**src/rtl/mul_share_arbiter.sv**
```systemverilog
// Round-robin arbiter sharing one combinational multiplier among requesters.
// Result is returned through a one-entry output register tagged with the winner id.
module mul_share_arbiter #(
  parameter int NUM_REQ  = 4,
  parameter int A_WIDTH  = 12,
  parameter int B_WIDTH  = 14,
  parameter int P_WIDTH  = 26,
  parameter int ID_WIDTH = 2
) (
  input  logic                        ap_clk,
  input  logic                        ap_rst_n,
  input  logic [NUM_REQ-1:0]          req_valid,
  output logic [NUM_REQ-1:0]          req_ready,
  input  logic [NUM_REQ*A_WIDTH-1:0]  req_a,
  input  logic [NUM_REQ*B_WIDTH-1:0]  req_b,
  output logic [A_WIDTH-1:0]          mul_din0,
  output logic [B_WIDTH-1:0]          mul_din1,
  input  logic [P_WIDTH-1:0]          mul_dout,
  output logic                        rsp_valid,
  input  logic                        rsp_ready,
  output logic [P_WIDTH-1:0]          rsp_p,
  output logic [ID_WIDTH-1:0]         rsp_id,
  output logic [31:0]                 busy_cnt
);

  typedef enum logic {
    EMPTY = 1'b0,
    FULL  = 1'b1
  } state_t;

  state_t              state;
  logic [ID_WIDTH-1:0] rr_ptr;
  logic [ID_WIDTH-1:0] win;
  logic [ID_WIDTH-1:0] idx;
  logic [ID_WIDTH-1:0] nxt_ptr;
  logic                found;
  logic                grant;
  logic                can_accept;

  assign can_accept = (state == EMPTY) || rsp_ready;
  assign rsp_valid  = (state == FULL);

  // Search from rr_ptr upward, wrapping; first valid requester wins.
  always_comb begin
    found = 1'b0;
    win   = '0;
    idx   = '0;
    for (int k = 0; k < NUM_REQ; k++) begin
      idx = ID_WIDTH'((int'(rr_ptr) + k) % NUM_REQ);
      if (!found && req_valid[idx]) begin
        found = 1'b1;
        win   = idx;
      end
    end
    grant   = found && can_accept && ap_rst_n;
    nxt_ptr = ID_WIDTH'((int'(win) + 1) % NUM_REQ);
  end

  always_comb begin
    req_ready = '0;
    mul_din0  = '0;
    mul_din1  = '0;
    if (grant) begin
      req_ready[win] = 1'b1;
      mul_din0 = req_a[int'(win)*A_WIDTH +: A_WIDTH];
      mul_din1 = req_b[int'(win)*B_WIDTH +: B_WIDTH];
    end
  end

  always_ff @(posedge ap_clk or negedge ap_rst_n) begin
    if (!ap_rst_n) begin
      state    <= EMPTY;
      rr_ptr   <= '0;
      rsp_p    <= '0;
      rsp_id   <= '0;
      busy_cnt <= '0;
    end else begin
      if (grant) begin
        state  <= FULL;
        rsp_p  <= mul_dout;
        rsp_id <= win;
        rr_ptr <= nxt_ptr;
        if (busy_cnt != 32'hFFFF_FFFF)
          busy_cnt <= busy_cnt + 32'd1;
      end else if (rsp_ready) begin
        state <= EMPTY;
      end
    end
  end

endmodule

```
**config.mk**
```make
export PLATFORM = sky130hd
export DESIGN_NAME = mul_share_arbiter
export DESIGN_NICKNAME = d
export VERILOG_FILES = /design/src/rtl/mul_share_arbiter.sv
export SDC_FILE = /design/constraint.sdc
export NUM_CORES = 1
export LEC_CHECK = 0
export BUFFER_PORTS_ARGS = -buffer_cell sky130_fd_sc_hd__buf_4
export CAP_MARGIN = 20
export CORE_MARGIN = 5
export CORE_UTILIZATION = 44
export DETAILED_ROUTE_END_ITERATION = 12
export PLACE_DENSITY = 0.78
export SETUP_SLACK_MARGIN = 0.15
export SYNTH_ARGS = -nofsm -noshare
export SYNTH_HDL_FRONTEND = slang
export SYNTH_SLANG_ARGS = --single-unit
export TNS_END_PERCENT = 20
```
**constraint.sdc**
```tcl
create_clock -name ap_clk -period 2.5 [get_ports ap_clk]
set_input_delay 0.125 -clock ap_clk [delete_from_list [all_inputs] [get_ports ap_clk]]
set_output_delay 0.125 -clock ap_clk [all_outputs]
set_load 0.005 [all_outputs]
```
==> results of run 1 <==
worst max-delay path by stage:
stage | from | endpoint | slack, ps | cells after the start
after floorplan | rr_ptr[1]$_DFFE_PN0P_ | rr_ptr[1]$_DFFE_PN0P_ | 570 | 8
after global placement | rr_ptr[1]$_DFFE_PN0P_ | mul_din1[13] | 610 | 6
after detailed placement | rr_ptr[1]$_DFFE_PN0P_ | mul_din1[8] | 520 | 6
after CTS | rr_ptr[1]$_DFFE_PN0P_ | mul_din1[8] | 160 | 6
after global routing | rr_ptr[1]$_DFFE_PN0P_ | mul_din1[4] | 30 | 7
final | rr_ptr[1]$_DFFE_PN0P_ | mul_din0[8] | 140 | 6
power by group through the flow:
stage               sequential [uW]  combinational [uW]  clock (uW)
floorplan                      1270                 728           0
global placement               1270                1380           0
finish                         1260                1930         889
CTS                            1260                1470         915
global route                   1280                2060         961
detailed placement             1280                1410           0
registers in the layout, indices dropped and copies added (netlist names):
name / count
rr_ptr: 2
busy_cnt: 32
rsp_id: 2
rsp_p: 26
rsp_valid: 1
critical path, cell delays in order, from the launching register on:
cell	delay, ps
dfrtp_1	440
mux2_4	330
a221o_4	470
clkbuf_16	200
a211oi_1	240
a311oi_1	80
buf_4	150
cells by family (layout without fill, tap and decap cells):
family	Yosys count	count (layout)	share of synthesized area
xor+xnor	28	28	0.0636
simple gates	219	219	0.264
mux	4	4	0.0110
compound gates	95	96	0.189
flops	63	63	0.409
buf+inv	37	297	0.0474
fa+ha+maj	5	5	0.0162
routing by layer:
metal	vias up	wire, um	part of all wire	track usage
li1	2113	-	-	-
met1	2230	5650	0.37	0.278
met2	211	7950	0.52	0.431
met3	52	996	0.065	0.0808
met4	0	683	0.045	0.114
met5	-	0	0	0
cell type report:
cell class	count	share of cell area
clock buffer	11	0.0215
tap	108	0.0206
multi-input combinational	352	0.356
inverter	5	0.00476
clock inverter	5	0.00876
timing repair buffer	276	0.348
sequential	63	0.240
synthesized netlist by cell type (2+ instances only):
cell / count / area share
a211oi_1: 26 / 0.051
nor4_4: 2 / 0.011
nand2b_1: 2 / 0.0032
and2_1: 9 / 0.015
buf_1: 2 / 0.0019
buf_6: 3 / 0.0088
dfrtp_1: 63 / 0.41
a21oi_1: 8 / 0.010
nand4_1: 11 / 0.018
a221o_1: 2 / 0.0052
a21o_1: 2 / 0.0039
and3_1: 9 / 0.015
nand2_1: 147 / 0.14
buf_2: 13 / 0.017
xor2_1: 7 / 0.016
nor2_1: 6 / 0.0058
a21boi_0: 26 / 0.051
and4_1: 5 / 0.011
mux2i_1: 2 / 0.0052
a311oi_1: 26 / 0.059
nand3_1: 16 / 0.021
ha_1: 5 / 0.016
xnor2_1: 21 / 0.048
clkbuf_1: 14 / 0.014
inv_1: 4 / 0.0039
nor3_1: 4 / 0.0052
nor2b_1: 3 / 0.0049
repair_timing:
| action | CTS | global route |
|---|---|---|
| cloned | 0 | 8 |
| hold endpoints to repair | 89 | 0 |
| hold buffers | 27 | 0 |
| buffers inserted | 1 | 0 |
| endpoints found under the setup margin | 1 | 29 |
| gates resized for setup | 0 | 71 |
| pin swaps | 0 | 2 |
stage by stage:
step / setup slack, ps / total power [uW] / util / instances / instance area, um2
floorplan: 570 / 2000 / - / 451 / 3850
global placement: 609 / 2650 / 0.657 / 768 / 5680
detailed placement: 524 / 2690 / 0.657 / 768 / 5680
CTS: 164 / 3640 / 0.713 / 812 / 6150
global route: 30.7 / 4300 / 0.761 / 820 / 6570
finish: 137 / 4080 / 0.761 / 820 / 6570
layout by cell type (no fill, tap or decap), types with 8 or more instances in the layout:
| cell | count |
|---|---|
| a311oi_2 | 11 |
| buf_4 | 237 |
| dlygate4sd3_1 | 27 |
| nand4_1 | 11 |
| a21oi_1 | 8 |
| clkbuf_8 | 10 |
| nand3_1 | 16 |
| a211oi_2 | 18 |
| a311oi_1 | 15 |
| and3_1 | 9 |
| a21boi_1 | 17 |
| dfrtp_1 | 63 |
| xnor2_1 | 21 |
| and2_1 | 8 |
| nand2_1 | 147 |
==> impl_metrics.tcl, run 1 <==
set metrics [dict create \
    power_switching_share 0.362 \
    hp-class "input pin to flop" \
    synth_area_um2 3850 \
    regArea_um2 1580 \
    grt_use_total 0.250 \
    route.final.wire_length_um 15300 \
    numCtsBuffers 9 \
    remaining_drc_errors 0 \
    setup_viol 0 \
    h-tree-depth 3 \
    reg2reg_to "busy_cnt[10]$_DFFE_PN0P_" \
    cts-root-buf "clkbuf_8" \
    min_path_cells 3 \
    grt_pass1_wl_um 22300 \
    maxCapViolations 0 \
    core_um2 8640 \
    cts.clk_slew.worst_paths_ps 70 \
    slew_violations 0 \
    via_per_inst 5.62 \
    num_vias 4606 \
    synthCells 451 \
    p_leak_uw 0.00327 \
    worst-slew-pin-transition_ps 776 \
    reg2regPathDepth 5 \
    seq_power_share 0.310 \
    grt_overflow 0 \
    drive_gt1_frac 0.437 \
    p_sw_uw 1480 \
    cts_buffer_depth 2 \
    first_iter_violations 212 \
    fmax_ghz 0.423 \
    cts_tree "yes" \
    multi_input_area_um2 2340 \
    synthArstFlopShare 1.00 \
    avgSynthCellArea_um2 8.55 \
    antenna_left 0 \
    cts_sinks 63 \
    clock_skew_ps 10.9 \
    grt_pass1_vias 4591 \
    pwr-share-clk 0.218 \
    rrSetupSlack_ps 570 \
    arrival_ps 2240 \
    fillers 597 \
    die-area_um2 10700 \
    hold_violations 0 \
    syn-num-nets 593 \
    crit_type "flop to output port" \
    min_period_ps 2360 \
    grt_setup_unrepaired "yes" \
    status "complete, no violations" \
    end_kind "output port" \
    setup_tns_ps 0 \
    die_h_um 104 \
    p_int_uw 2600 \
    ys_types 40 \
    peakVddDrop_v 0.000456 \
    cp_data_required_time_ps 2380 \
    grt_max_degree 64 \
    hpwl_um 10200 \
    port_buffers 227 \
    antenna_found_initial 0 \
    ys_ff_latch 63 \
    insertion_delay_ps 340 \
    layout.nets 849 \
    min_from "rsp_ready" \
    start_util 0.446 \
    whs_ps 118 \
    rows 34 \
    cp_max_fo 8 \
    fp.dieW_um 104 \
    relSlewSlack 0.483 \
    diodes 0 \
    ios 228 \
    synth_seq_area_share 0.409 \
    power-per-cell-area_nw_per_um2 621 \
    power_frac_comb 0.473 \
    r2r_start "busy_cnt[18]$_DFFE_PN0P_" \
    wl_per_cell_um 18.6 \
    holdPathEnd "rsp_valid$_DFFE_PN0P_" \
    yosysWarnings 0 \
    startpoint_type "flop" \
    syn_to_final_growth_pct 70.5 \
    ys.flop_type "dfrtp_1" \
    place_congestion 0.865 \
    fin_crit_sh 0.945 \
    synth_edf_count 0 \
    drt_pre_antenna_iters 4 \
]
Power figures use the tool's default switching activity.
==> inputs of run 2 (changes only) <==
--- a/config.mk
+++ b/config.mk
@@ -10,6 +10,7 @@
 export CORE_MARGIN = 5
 export CORE_UTILIZATION = 44
 export DETAILED_ROUTE_END_ITERATION = 12
+export HOLD_SLACK_MARGIN = 0.12
 export PLACE_DENSITY = 0.78
 export SETUP_SLACK_MARGIN = 0.15
 export SYNTH_ARGS = -nofsm -noshare
==> run 2 against run 1 <==
Net effect:
- worst setup slack worse by 3.0 ps
- non-clock buffer count up 1
- global-route usage unchanged
- register-to-register slack about the same
- routed wire length up 0.23%
- sequential share of layout area about the same
- combinational power about the same
- worst hold slack better by 73 ps
- count of clock-buffer cells in the layout unchanged
- maximum frequency down 0.13%
- final cell count up 0.12%
==> impl_metrics.tcl, run 2 (synthesis results as in run 1) <==
set metrics [dict create \
    drt_pre_antenna_iters 4 \
    rows 34 \
    startpoint_type "flop" \
    min_from "req_valid[0]" \
    place_ws_ps 524 \
    ios 228 \
    cts_sinks 63 \
    crit_start "rr_ptr[1]$_DFFE_PN0P_" \
    wl_met1_um 5640 \
    grt_max_degree 64 \
    path_cells "mux2_4 -> a221o_4 -> clkbuf_16 -> a211oi_1 -> a311oi_1 -> buf_4" \
    worst-slew-pin-transition_ps 777 \
    crit_path_top_delay_cell "a221o_4" \
    relSlewSlack 0.482 \
    core_um2 8640 \
    largest_reg_flops 32 \
    antenna_found_initial 0 \
    antenna_left 0 \
    status "complete, no violations" \
    fp.dieW_um 104 \
    drive_gt1_frac 0.436 \
    first_iter_violations 215 \
    p_leak_uw 0.00328 \
    h-tree-depth 3 \
    grt_setup_unrepaired "yes" \
    crit_path_max_incr_delay_ps 470 \
    place_congestion 0.865 \
    die_h_um 104 \
    numCtsBuffers 9 \
    start_util 0.446 \
    layout_commonest_cell "buf_4" \
    fillers 595 \
    grt_overflow 0 \
    setup_slack_ps 134 \
    diodes 0 \
    num_vias 4643 \
    fin_crit_sh 0.947 \
    stdcell_area_um2 6580 \
    final_cell_mix "buf_4, nand2_1, dfrtp_1, dlygate4sd3_1, xnor2_1" \
    clock_skew_ps 11.1 \
    arrival_ps 2240 \
    wl_per_cell_um 18.7 \
    cts_tree "yes" \
    power-per-cell-area_nw_per_um2 621 \
    remaining_drc_errors 0 \
    grt_pass1_vias 4597 \
    layout.nets 850 \
    regMostFlops "busy_cnt" \
    syn_to_final_growth_pct 70.8 \
    cts.clk_slew.worst_paths_ps 70 \
    maxCapViolations 0 \
    hold_violations 0 \
    reg.largest.list "busy_cnt (32), rsp_p (26)" \
    highest_layer "met4" \
    cp_max_fo 8 \
    fmax_ghz 0.423 \
    setup_viol 0 \
    slew_violations 0 \
    route.met2.wl_um 7940 \
    r2r_start "rr_ptr[1]$_DFFE_PN0P_" \
    rrSetupSlack_ps 580 \
    hpwl_um 10200 \
    end_kind "output port" \
    min_period_ps 2370 \
    cts-root-buf "clkbuf_8" \
    hp-class "input pin to flop" \
    route.final.wire_length_um 15300 \
    grt_use_total 0.250 \
    cts_buffer_depth 2 \
    grt_pass1_wl_um 22300 \
    die-area_um2 10700 \
    cp_data_required_time_ps 2380 \
    insertion_delay_ps 350 \
    dpl_cell_area_um2 5680 \
    dr_wl_met3_um 1080 \
    via_per_inst 5.66 \
    whs_ps 191 \
    port_buffers 227 \
    peakVddDrop_v 0.000457 \
    setup_tns_ps 0 \
    crit_type "flop to output port" \
]
## run 2: changes by cell type in the layout (fill, tap and decap cells not counted), sizes merged
cell         delta
dlygate4sd3     +1
## run 2: critical path: cells and delay by family (launching register included)
kind                   cells  cell delay [ps]
multiplexers               1              330
buffers and inverters      2              350
AO/OA/AOI/OAI              3              790
flip-flops                 1              440
## run 2: layout make-up
class	instances	area, um2	area share
clock buffer	11	141	0.0215
clock inverter	5	57.6	0.00874
inverter	5	31.3	0.00475
multi-input combinational	352	2340	0.356
sequential	63	1580	0.239
tap	108	135	0.0205
timing repair buffer	277	2300	0.349
## run 2: where the power goes
part / switching [uW] / internal [uW]
sequential: 115 / 1150
combinational: 960 / 970
clock: 405 / 486
total: 1480 / 2600
## run 2: through the flow
step | util | power (uW) | instances
2_1_floorplan | - | 2000 | 451
3_3_place_gp | 0.657 | 2650 | 768
3_5_place_dp | 0.657 | 2690 | 768
4_1_cts | 0.714 | 3640 | 813
5_1_grt | 0.762 | 4310 | 821
6_report | 0.762 | 4090 | 821
## run 2: per-layer routing
metal / vias up / global-route usage
met5: - / 0
met4: 0 / 0.112
met3: 52 / 0.0808
met2: 234 / 0.432
met1: 2240 / 0.278
li1: 2117 / -
## run 2: path summary, 6_finish.rpt
check / to / cells past startpoint
worst min-delay path: rsp_valid$_DFFE_PN0P_ / 4
worst min register to register: rsp_p[11]$_DFFE_PN0P_ / 2
min in group asynchronous: rsp_valid$_DFFE_PN0P_ / 3
worst max-delay path: mul_din0[8] / 6
worst max register to register: rr_ptr[1]$_DFFE_PN0P_ / 7
max in group asynchronous: rsp_p[13]$_DFFE_PN0P_ / 3
## run 2: repair_timing
action / 4_1_cts / 5_1_grt
hold endpoints to repair: 90 / 0
gates cloned: 0 / 8
resized for setup: 0 / 71
setup buffers: 1 / 0
pin swaps: 0 / 2
setup endpoints to repair: 1 / 29
hold buffers: 28 / 0
